File: src/rtl/bitstream_stuff_pkg.sv
// Shared widths, marker/stuff constants and byte-stage state encoding for the
// bitstream packer and its byte stuffer.
package bitstream_stuff_pkg;

  localparam int CODE_W = 32;
  localparam int LEN_W  = 6;
  localparam int BYTE_W = 8;

  localparam logic [BYTE_W-1:0] MARKER_BYTE = 8'hFF;
  localparam logic [BYTE_W-1:0] STUFF_BYTE  = 8'h00;

  typedef enum logic [1:0] {
    ST_IDLE  = 2'd0,
    ST_EMIT  = 2'd1,
    ST_STUFF = 2'd2
  } stuff_state_e;

  // Byte 0 is the oldest (most significant) byte of a word.
  function automatic logic [BYTE_W-1:0] get_byte(input logic [CODE_W-1:0] w,
                                                 input logic [1:0]        idx);
    logic [BYTE_W-1:0] b;
    case (idx)
      2'd0:    b = w[31:24];
      2'd1:    b = w[23:16];
      2'd2:    b = w[15:8];
      default: b = w[7:0];
    endcase
    return b;
  endfunction

endpackage

File: src/rtl/bitstream_stuff_if.sv
// Code input / byte output bundle of the bitstream packer.
// Handshake: a code is taken on every rising edge where ilength != 0 (no ready);
// valid marks jpeg as a real output byte in that cycle (no backpressure).
interface bitstream_stuff_if;
  import bitstream_stuff_pkg::*;

  logic [LEN_W-1:0]  ilength;
  logic [CODE_W-1:0] idata;
  logic [CODE_W-1:0] inostuff;
  logic [2:0]        rest;
  logic              valid;
  logic [BYTE_W-1:0] jpeg;
  logic              overflow;
  stuff_state_e      dbg_state;

  modport master (
    output ilength, idata, inostuff,
    input  rest, valid, jpeg, overflow, dbg_state
  );

  modport slave (
    input  ilength, idata, inostuff,
    output rest, valid, jpeg, overflow, dbg_state
  );

endinterface

File: src/rtl/bitstream_stuff_byte_stuffer.sv
// Word FIFO plus word-to-byte serialiser that inserts 0x00 after every 0xFF
// data byte not covered by the stuffing-exempt mask.
module bitstream_stuff_byte_stuffer
  import bitstream_stuff_pkg::*;
#(
  parameter int FIFO_DEPTH = 8
) (
  input  logic              clk,
  input  logic              rst_n,
  input  logic              i_wr,
  input  logic [CODE_W-1:0] i_wr_data,
  input  logic [CODE_W-1:0] i_wr_mask,
  output logic              o_valid,
  output logic [BYTE_W-1:0] o_jpeg,
  output logic              o_overflow,
  output stuff_state_e      o_state
);

  localparam int AW = $clog2(FIFO_DEPTH);

  logic [CODE_W-1:0] r_mem_d [FIFO_DEPTH];
  logic [CODE_W-1:0] r_mem_m [FIFO_DEPTH];
  logic [AW:0]       r_wr_ptr, r_rd_ptr;
  logic [CODE_W-1:0] r_word_d, r_word_m;
  logic [2:0]        r_idx;
  stuff_state_e      r_state;
  logic              r_valid;
  logic [BYTE_W-1:0] r_jpeg;
  logic              r_overflow;

  logic [AW:0]       w_count;
  logic              w_empty, w_full, w_pop, w_wr_ok, w_drop;
  logic [CODE_W-1:0] w_head_d, w_head_m, w_src_d, w_src_m;
  logic [1:0]        w_src_idx;
  logic              w_emit;
  logic [BYTE_W-1:0] w_byte, w_bmask, w_out_byte;
  logic              w_out_valid;
  logic [2:0]        w_nxt_idx;
  stuff_state_e      w_nxt_state;

  assign w_count  = r_wr_ptr - r_rd_ptr;
  assign w_empty  = (w_count == '0);
  assign w_full   = (w_count == (AW+1)'(FIFO_DEPTH));
  assign w_head_d = r_mem_d[r_rd_ptr[AW-1:0]];
  assign w_head_m = r_mem_m[r_rd_ptr[AW-1:0]];
  // A pop in the same edge frees the slot, so a full FIFO can still accept.
  assign w_wr_ok  = i_wr && (!w_full || w_pop);
  assign w_drop   = i_wr && w_full && !w_pop;

  always_comb begin
    w_pop       = 1'b0;
    w_emit      = 1'b0;
    w_src_d     = r_word_d;
    w_src_m     = r_word_m;
    w_src_idx   = r_idx[1:0];
    w_out_valid = 1'b0;
    w_out_byte  = '0;
    w_nxt_idx   = r_idx;
    w_nxt_state = r_state;
    w_byte      = '0;
    w_bmask     = '0;
    case (r_state)
      ST_IDLE: begin
        if (!w_empty) begin
          w_pop     = 1'b1;
          w_emit    = 1'b1;
          w_src_d   = w_head_d;
          w_src_m   = w_head_m;
          w_src_idx = 2'd0;
        end
      end
      ST_EMIT: w_emit = 1'b1;
      ST_STUFF: begin
        w_out_valid = 1'b1;
        w_out_byte  = STUFF_BYTE;
        w_nxt_state = (r_idx == 3'd4) ? ST_IDLE : ST_EMIT;
      end
      default: w_nxt_state = ST_IDLE;
    endcase
    if (w_emit) begin
      w_byte      = get_byte(w_src_d, w_src_idx);
      w_bmask     = get_byte(w_src_m, w_src_idx);
      w_out_valid = 1'b1;
      w_out_byte  = w_byte;
      w_nxt_idx   = {1'b0, w_src_idx} + 3'd1;
      if (w_byte == MARKER_BYTE && w_bmask != MARKER_BYTE)
        w_nxt_state = ST_STUFF;
      else if (w_nxt_idx == 3'd4)
        w_nxt_state = ST_IDLE;
      else
        w_nxt_state = ST_EMIT;
    end
  end

  always_ff @(posedge clk) begin
    if (w_wr_ok) begin
      r_mem_d[r_wr_ptr[AW-1:0]] <= i_wr_data;
      r_mem_m[r_wr_ptr[AW-1:0]] <= i_wr_mask;
    end
  end

  always_ff @(posedge clk or negedge rst_n) begin
    if (!rst_n) begin
      r_wr_ptr   <= '0;
      r_rd_ptr   <= '0;
      r_word_d   <= '0;
      r_word_m   <= '0;
      r_idx      <= '0;
      r_state    <= ST_IDLE;
      r_valid    <= 1'b0;
      r_jpeg     <= '0;
      r_overflow <= 1'b0;
    end else begin
      if (w_wr_ok) r_wr_ptr <= r_wr_ptr + 1'b1;
      if (w_pop) begin
        r_rd_ptr <= r_rd_ptr + 1'b1;
        r_word_d <= w_head_d;
        r_word_m <= w_head_m;
      end
      if (w_drop) r_overflow <= 1'b1;
      r_idx   <= w_nxt_idx;
      r_state <= w_nxt_state;
      r_valid <= w_out_valid;
      r_jpeg  <= w_out_byte;
    end
  end

  assign o_valid    = r_valid;
  assign o_jpeg     = r_jpeg;
  assign o_overflow = r_overflow;
  assign o_state    = r_state;

endmodule

File: src/rtl/bitstream_stuff.sv
// Variable-length code packer: MSB-first data/mask accumulator that emits whole
// 32-bit words into the byte stuffer, plus byte-alignment (rest) tracking.
module bitstream_stuff
  import bitstream_stuff_pkg::*;
#(
  parameter int FIFO_DEPTH = 8
) (
  input  logic             clk,
  input  logic             rst,
  bitstream_stuff_if.slave bus
);

  logic                r_rst_sync;
  logic                w_rst_n;
  logic [LEN_W-1:0]    r_cnt;
  logic [CODE_W-1:0]   r_acc_d, r_acc_m;
  logic [2:0]          r_rest;
  logic                r_wr;
  logic [CODE_W-1:0]   r_wr_d, r_wr_m;

  logic [LEN_W-1:0]    w_len, w_total, w_nxt_cnt;
  logic [CODE_W-1:0]   w_len_mask;
  logic [2*CODE_W-1:0] w_cat_d, w_cat_m;
  logic                w_word_done;

  // Reset asserts asynchronously but releases on a clock edge.
  always_ff @(posedge clk or negedge rst) begin
    if (!rst) r_rst_sync <= 1'b0;
    else      r_rst_sync <= 1'b1;
  end
  assign w_rst_n = r_rst_sync;

  // Bits above count in the accumulator are stale; they always land above
  // w_total after the shift, so only the slice below w_total is ever used.
  always_comb begin
    w_len       = (bus.ilength > LEN_W'(CODE_W)) ? LEN_W'(CODE_W) : bus.ilength;
    w_len_mask  = {CODE_W{1'b1}} >> (LEN_W'(CODE_W) - w_len);
    w_cat_d     = ({{CODE_W{1'b0}}, r_acc_d} << w_len)
                | {{CODE_W{1'b0}}, bus.idata & w_len_mask};
    w_cat_m     = ({{CODE_W{1'b0}}, r_acc_m} << w_len)
                | {{CODE_W{1'b0}}, bus.inostuff & w_len_mask};
    w_total     = r_cnt + w_len;
    w_word_done = w_total[LEN_W-1];
    w_nxt_cnt   = {1'b0, w_total[LEN_W-2:0]};
  end

  always_ff @(posedge clk or negedge w_rst_n) begin
    if (!w_rst_n) begin
      r_acc_d <= '0;
      r_acc_m <= '0;
      r_cnt   <= '0;
      r_rest  <= '0;
      r_wr    <= 1'b0;
      r_wr_d  <= '0;
      r_wr_m  <= '0;
    end else begin
      r_acc_d <= w_cat_d[CODE_W-1:0];
      r_acc_m <= w_cat_m[CODE_W-1:0];
      r_cnt   <= w_nxt_cnt;
      r_rest  <= 3'd0 - w_nxt_cnt[2:0];
      r_wr    <= w_word_done;
      if (w_word_done) begin
        r_wr_d <= CODE_W'(w_cat_d >> w_total[LEN_W-2:0]);
        r_wr_m <= CODE_W'(w_cat_m >> w_total[LEN_W-2:0]);
      end
    end
  end

  assign bus.rest = r_rest;

  bitstream_stuff_byte_stuffer #(
    .FIFO_DEPTH (FIFO_DEPTH)
  ) u_byte_stuffer (
    .clk        (clk),
    .rst_n      (w_rst_n),
    .i_wr       (r_wr),
    .i_wr_data  (r_wr_d),
    .i_wr_mask  (r_wr_m),
    .o_valid    (bus.valid),
    .o_jpeg     (bus.jpeg),
    .o_overflow (bus.overflow),
    .o_state    (bus.dbg_state)
  );

endmodule

File: src/flat_wrapper.sv
// flat-port wrapper written by rule: the top's interface ports become plain ports
module bitstream_stuff_flat import bitstream_stuff_pkg::*;
#(
  parameter int FIFO_DEPTH = 8
)
  (clk, rst, bus_ilength, bus_idata, bus_inostuff, bus_rest, bus_valid, bus_jpeg, bus_overflow, bus_dbg_state);
  bitstream_stuff_if bus_i ();
  input  logic clk;
  input  logic rst;
  input wire logic [$bits(bus_i.ilength)-1:0] bus_ilength;
  input wire logic [$bits(bus_i.idata)-1:0] bus_idata;
  input wire logic [$bits(bus_i.inostuff)-1:0] bus_inostuff;
  output wire logic [$bits(bus_i.rest)-1:0] bus_rest;
  output wire logic [$bits(bus_i.valid)-1:0] bus_valid;
  output wire logic [$bits(bus_i.jpeg)-1:0] bus_jpeg;
  output wire logic [$bits(bus_i.overflow)-1:0] bus_overflow;
  output wire logic [$bits(bus_i.dbg_state)-1:0] bus_dbg_state;
  assign bus_i.ilength = bus_ilength;
  assign bus_i.idata = bus_idata;
  assign bus_i.inostuff = bus_inostuff;
  assign bus_rest = bus_i.rest;
  assign bus_valid = bus_i.valid;
  assign bus_jpeg = bus_i.jpeg;
  assign bus_overflow = bus_i.overflow;
  assign bus_dbg_state = bus_i.dbg_state;
  bitstream_stuff #(.FIFO_DEPTH(FIFO_DEPTH)) u_core (.clk(clk), .rst(rst), .bus(bus_i));
endmodule
File: config.mk
export PLATFORM = sky130hd
export DESIGN_NAME = bitstream_stuff_flat
export DESIGN_NICKNAME = d
export VERILOG_FILES = /design/src/rtl/bitstream_stuff_pkg.sv /design/src/rtl/bitstream_stuff_if.sv /design/src/rtl/bitstream_stuff_byte_stuffer.sv /design/src/rtl/bitstream_stuff.sv /design/src/flat_wrapper.sv
export SDC_FILE = /design/constraint.sdc
export NUM_CORES = 1
export LEC_CHECK = 0
export ABC_CLOCK_PERIOD_IN_PS = 7000
export BUFFER_PORTS_ARGS = -buffer_cell sky130_fd_sc_hd__buf_2
export CELL_PAD_IN_SITES_DETAIL_PLACEMENT = 0
export CELL_PAD_IN_SITES_GLOBAL_PLACEMENT = 2
export CORE_UTILIZATION = 40
export DETAILED_ROUTE_END_ITERATION = 6
export PLACE_DENSITY_LB_ADDON = 0.05
export SYNTH_ARGS = -nofsm -noshare
export SYNTH_HDL_FRONTEND = slang
export SYNTH_HIERARCHICAL = 1
export SYNTH_SLANG_ARGS = --single-unit
export TNS_END_PERCENT = 50
File: constraint.sdc
create_clock -name clk -period 7 [get_ports clk]
set_input_delay 0.35 -clock clk [delete_from_list [all_inputs] [get_ports clk]]
set_output_delay 0.35 -clock clk [all_outputs]
set_load 0.005 [all_outputs]
== Yosys cells after proc, flatten, opt, wreduce, memory -nomap -nowiden ==
Memory sizes are Yosys's and may differ from the RTL's.
Cells that the tools add are included.
W data, S select, Z words.
Storage, ports and cells
  input port bits: 72
  memories: 2
  bits in writable memories: 512
  logic and storage cells: 81
  register bits after elaboration: 225
Operators by class
  equal/unequal tests: 10
  reductions and logical operators: 11
  add/sub/neg operators: 7
  $lt $le $gt $ge: 1
  shift operators: 5
  muxes and demuxes: 24
  bitwise logic cells: 4
Memory list
  u_core.u_byte_stuffer.r_mem_d: depth 8, width 32, rd ports 1, clocked after Yosys merged registers in 0, write ports 1, line bitstream_stuff_byte_stuffer.sv:21  | logic [CODE_W-1:0] r_mem_d [FIFO_DEPTH];
  u_core.u_byte_stuffer.r_mem_m: depth 8, width 32, rd ports 1, clocked after Yosys merged registers in 0, write ports 1, line bitstream_stuff_byte_stuffer.sv:22  | logic [CODE_W-1:0] r_mem_m [FIFO_DEPTH];
Operators by type and width (count)
  $mux W32: 4
  $or A64 B32 Y64: 2
  $shl A32 B6 Y64: 2
  $shr A64 B5 Y32: 2
  $and A32 B32 Y32: 2
  $pmux W8 S3: 2
  $shr A32 B6 Y32 const A: 1
  $mux W8: 3
  $add A4 B1 Y4 const B: 2
  $eq A8 B8 Y1 const B: 1
  $mux W1: 8
  $mux W2: 4
  $ne A8 B8 Y1 const B: 1
  $add A5 B6 Y6: 1
  $eq A3 B3 Y1 const B: 2
  $gt A6 B6 Y1 const B: 1
  $mux W6: 1
  $sub A6 B6 Y6 const A: 1
  $eq A2 B1 Y1 const B: 2
  $eq A2 B2 Y1 const B: 2
  $eq A4 B4 Y1 const B: 1
  $logic_and A1 B1 Y1: 4
  $logic_not A2 Y1: 2
  $logic_not A4 Y1: 1
  other kinds (9): 10

== Depth between registers and ports, before layout ==
  word-level depth: 11
  mapped depth: 25

== Cells and area by module ==
Netlist, hierarchy kept.
By module, submodules not included
  bitstream_stuff_byte_stuffer: area each 23632.7 µm², cells an instance 1272, instances 1
  bitstream_stuff: area each 18869.3 µm², cells an instance 2489, instances 1

== Worst setup path after synthesis ==
No wires, ideal clock.
  path kind: register to register
  start point: reg u_core.u_byte_stuffer.r_rd_ptr[2]
  end point: mem u_core.u_byte_stuffer.r_mem_d[1][0], enable pin
  library setup time: 0.565 ns
  cell stages (with the launch flop): 12
  arrival time: 7.178 ns
  setup slack: -0.742 ns
  cell sequence: dfrtp_1 -> clkbuf_1 -> inv_1 -> buf_2 -> buf_1 -> clkbuf_1 -> ha_1 -> and3b_1 -> or3_4 -> a31oi_1 -> nand2_1 -> nor3_1
On the way
  word-level cells in the longest chain between the ends: 8
Ends and longest elaborated chain
  from (decl): line bitstream_stuff_byte_stuffer.sv:23  | logic [AW:0] r_wr_ptr, r_rd_ptr;
  from (signal assigned): line bitstream_stuff_byte_stuffer.sv:116  | r_rd_ptr <= r_rd_ptr + 1'b1;
  $sub A4 B4 Y4 *: line bitstream_stuff_byte_stuffer.sv:41  | assign w_count = r_wr_ptr - r_rd_ptr;
  $logic_not A4 Y1: line bitstream_stuff_byte_stuffer.sv:42  | assign w_empty = (w_count == '0);
  $mux W1: line bitstream_stuff_byte_stuffer.sv:64  | if (!w_empty) begin
  $mux W1: line bitstream_stuff_byte_stuffer.sv:62  | case (r_state)
  $logic_or A1 B1 Y1 *: line bitstream_stuff_byte_stuffer.sv:47  | assign w_wr_ok = i_wr && (!w_full || w_pop);
  $logic_and A1 B1 Y1 *: line bitstream_stuff_byte_stuffer.sv:47
  $mux W1 *: line bitstream_stuff_byte_stuffer.sv:96  | if (w_wr_ok) begin
  $mux W1 (implied by the code) *: line bitstream_stuff_byte_stuffer.sv:97  | r_mem_d[r_wr_ptr[AW-1:0]] <= i_wr_data;
  to (decl): line bitstream_stuff_byte_stuffer.sv:21
Every way passes the cells marked *; elsewhere a longest branch is shown, timed or not.

== Final worst setup path ==
  start point: reg u_core.u_byte_stuffer.r_rd_ptr[1]
  end point: reg u_core.u_byte_stuffer.r_state[0], in the netlist u_core/u_byte_stuffer/o_state[0]
On the way
  word-level cells in the longest chain between the ends: 11
Ends and longest elaborated chain
  $sub A4 B4 Y4: line bitstream_stuff_byte_stuffer.sv:41
  $logic_not A4 Y1: line bitstream_stuff_byte_stuffer.sv:42
  $mux W2: line bitstream_stuff_byte_stuffer.sv:64
  $mux W2: line bitstream_stuff_byte_stuffer.sv:62
  $eq A2 B2 Y1 (tied with other cells): line bitstream_stuff_pkg.sv:22  | case (idx)
  $pmux W8 S3: line bitstream_stuff_pkg.sv:22
  $mux W8: line bitstream_stuff_byte_stuffer.sv:80  | if (w_emit) begin
  $eq A8 B8 Y1 or $ne A8 B8 Y1 (tied branches): line bitstream_stuff_byte_stuffer.sv:86  | if (w_byte == MARKER_BYTE && w_bmask != MARKER_BYTE)
  $logic_and A1 B1 Y1: line bitstream_stuff_byte_stuffer.sv:86
  $mux W2: line bitstream_stuff_byte_stuffer.sv:86
  $mux W2: line bitstream_stuff_byte_stuffer.sv:80
  to (signal assigned): line bitstream_stuff_byte_stuffer.sv:122  | r_state <= w_nxt_state;
  to (decl): line bitstream_stuff_byte_stuffer.sv:26  | stuff_state_e r_state;
Several ways; a longest one is shown, not always the timed one. The select of a mux whose other input is x is not followed.
A chain may end at the register's enable or synchronous reset.

==> impl_metrics.csv <==
group,metric,value,unit
outcome,outcome,"complete, no violations",
synth,synth.most_common_cell,"edfxtp_1",
timing,fin_ws,1789,ps
power,p_leak,16.99,nW
min_path,worstHoldPathCells,3,
grt,grt_pass1_wl,281300,um
synth,synth_cell_types,113,
place,place_hpwl,143400,um
grt,antenna_found_initial,3,
job,cap_viol_max_count,0,
timing,rsz0062_at_grt,"false",
place,gp_congestion,0.9928,
clocking,clk_latency,690,ps
place,dpl_cell_area,0.04456,mm2
timing,tightest_slew,1271,ps
floorplan,pin_count,87,
drt,drt-initial-drc-count,4481,
critical_path,end_kind,"flip-flop",
critical_path,cp-startpoint,"u_core/u_byte_stuffer/r_rd_ptr[1]",
drt,route.antenna.remaining_nets,0,
synth,synth_area_per_cell,11.30,um2
synth,syn-num-nets,3854,
min_path,worstHoldStart,"bus_inostuff[30]",
drt,via_count,36136,
clocking,postCtsSetupBuffers,0,
critical_path,crit_type,"reg2reg",
layout,fin_nets,3857,
grt,grtUsageTotal,0.3690,
drt,route.detailed.drc,0,
synth,synth_warnings,6,
layout,fillerInstances,9741,
drt,via_per_inst,6.911,
power,p_per_area,530.0,mW/mm2
clocking,cts_hold_buf,7,
drt,avgRoutedWirePerCell,38.49,um
layout,syn_to_final_growth,11.92,%
place,placed_cells,5062,
timing,drv_slew,0,
power,ir_worst_vdd,860.5,uV
clocking,cts.htree.levels,3,
clocking,cts_root_buf,"clkbuf_16",
synth,synthFlopType,"edfxtp_1",
synth,ys_ff_latch,736,
timing,period_needed,5211,ps
min_path,worst_hold_path_type,"in2reg",
critical_path,timing.rr.end,"u_core/u_byte_stuffer/o_state[0]",
floorplan,die_area,0.1076,mm2
critical_path,crit_required,7570,ps
timing,final-hold-violation-count,0,
clocking,cts_tree,"done",
critical_path,reg2regPathDepth,13,
layout,finish.utilization,0.4519,
layout,final_cells,5229,
synth,synth_cells,3761,
timing,slew_headroom,0.1492,
synth,synth_area,0.04250,mm2
timing,worst_clock_skew,46.11,ps
floorplan,fp-row-count,119,
floorplan,core_area,0.1053,mm2
synth,synth_edf_count,512,
timing,setup_violations,0,
critical_path,r2r_start,"u_core/u_byte_stuffer/r_rd_ptr[1]",
timing,post-route-period-util,0.7444,
synth,yosysTopAreaCell,"edfxtp_1",
critical_path,arrival,5780,ps
floorplan,die_w,328.0,um
clocking,numCtsBuffers,84,
grt,grt_max_degree,164,
synth,seq_area_frac_synth,0.4936,
floorplan,start_util,0.4038,
synth,yosysTopAreaCellShare,0.3617,
drt,drt_pass1_iterations,7,
min_path,min_to,"u_core/r_acc_m[30]",
clocking,clkTransAtPathRegs,70,ps
drt,drt-total-wl,201300,um
clocking,cts_buffer_depth,3,
place,place_ws,1361,ps
timing,max_clock_freq,191.9,MHz
critical_path,r2r_setup_slack,1790,ps
grt,grt.overflow.total,0,
grt,grt_pass1_vias,35522,
synth,synth_commonest_cells,"512 x edfxtp_1, 372 x nand2_1, 293 x nor2_1",
synth,async_reset_ff_frac,0.3043,
floorplan,die_h,328.0,um
clocking,postCtsResizedCells,0,
layout,fin_area,0.04757,mm2
critical_path,cp-start-kind,"flip-flop",
power,p_total,25.21,mW
critical_path,crit_fanout,36,
synth,synth.area.top_cells,"edfxtp_1 36%, dfrtp_1 13%, mux4_2 8.2%",
place,port_buffers,86,
clocking,clkSinkCount,736,
layout,drive_gt1_frac,0.1911,
==> area by class of cell <==
class	instances	area, um2	area share
clock buffers	100	2213	0.04653
flip-flops and latches	736	20990	0.4413
diodes	2	5.005	0.0001052
well taps	1391	1740	0.03659
multi-input cells	2652	20020	0.4208
repair buffers	233	1660	0.03491
inverters	57	217.7	0.004577
clock inverters	58	721.9	0.01518
==> power by group <==
group	switching, mW	internal [mW]
Clock	1.96	2.71
Combinational	8.67	4.40
Sequential	1.10	6.37
==> worst max path at each step <==
stage / depth (start not counted) / slack (ps) / endpoint
2_1_floorplan: 11 / -740 / u_core/u_byte_stuffer/r_mem_d[0][0]
3_3_place_gp: 13 / 1290 / u_core/r_wr_m[21]
3_5_place_dp: 13 / 1360 / u_core/r_wr_m[21]
4_1_cts: 13 / 1810 / u_core/u_byte_stuffer/o_state[0]
5_1_grt: 13 / 1450 / u_core/u_byte_stuffer/o_state[0]
6_report: 13 / 1790 / u_core/u_byte_stuffer/o_state[0]
==> worst max-delay path: stages, from the launching register on <==
cell	delay, ps
dfrtp_4	750
inv_1	220
ha_1	330
and3b_1	200
o21ai_1	350
a211oi_4	100
buf_4	230
nor2_4	910
buf_4	540
a31oi_1	390
a2111oi_2	580
nor4_2	100
and4b_1	220
a21oi_1	150
==> kinds of logic (layout without fill, tap and decap cells) <==
kind of cell,Yosys count,in the layout,share of synthesized area
buf+inv,373,448,0.03971
mux,404,404,0.1435
flops,736,736,0.4936
compound gates,1096,1096,0.1879
xor+xnor,15,15,0.003091
fa+ha+maj,21,21,0.006359
other cells,1,3,0.00008823
simple gates,1115,1115,0.1257
==> placed cells by master, fill, tap and decap left out, types with 33 or more instances in the layout <==
cell / instances
nand3_1: 84
a31oi_1: 68
mux2_2: 89
edfxtp_1: 512
a22o_1: 35
mux4_2: 154
o21a_1: 33
a21oi_1: 165
inv_1: 46
o211ai_1: 42
o22ai_1: 69
o21ai_0: 150
nor3_1: 72
a211oi_1: 49
buf_2: 84
mux2i_1: 158
buf_4: 133
a22oi_1: 63
nor2_1: 282
dfrtp_1: 220
clkbuf_16: 85
a221oi_1: 35
nand2_1: 372
==> routing by layer <==
metal	vias up	global-route usage	routed length (um)
li1	14836	-	-
met1	18582	0.4823	80330
met2	2134	0.5743	91320
met3	580	0.05284	14750
met4	4	0.2398	14820
met5	-	0	30
==> through the flow <==
step                      hold slack, ps  TNS (ps)
after detailed placement           126.8         0
after floorplan                    54.41    -47450
after CTS                          37.34         0
after global routing               49.97         0
final                              70.59         0
after global placement             124.6         0
==> sequential cells by signal (all words and copies together) (netlist names), 2 cells and up <==
register and flops:
u_core/u_byte_stuffer/r_mem_d 256, u_core/u_byte_stuffer/r_mem_m 256, u_core/r_acc_d 32, u_core/r_acc_m 32
u_core/r_wr_d 32, u_core/r_wr_m 32, u_core/u_byte_stuffer/r_word_d 32, u_core/u_byte_stuffer/r_word_m 32
u_core/u_byte_stuffer/o_jpeg 8, u_core/r_cnt 4, u_core/u_byte_stuffer/r_rd_ptr 4, u_core/u_byte_stuffer/r_wr_ptr 4
u_core/bus.rest 3, u_core/u_byte_stuffer/r_idx 3, u_core/u_byte_stuffer/o_state 2
Note: power is estimated with default switching activity, not from simulation.
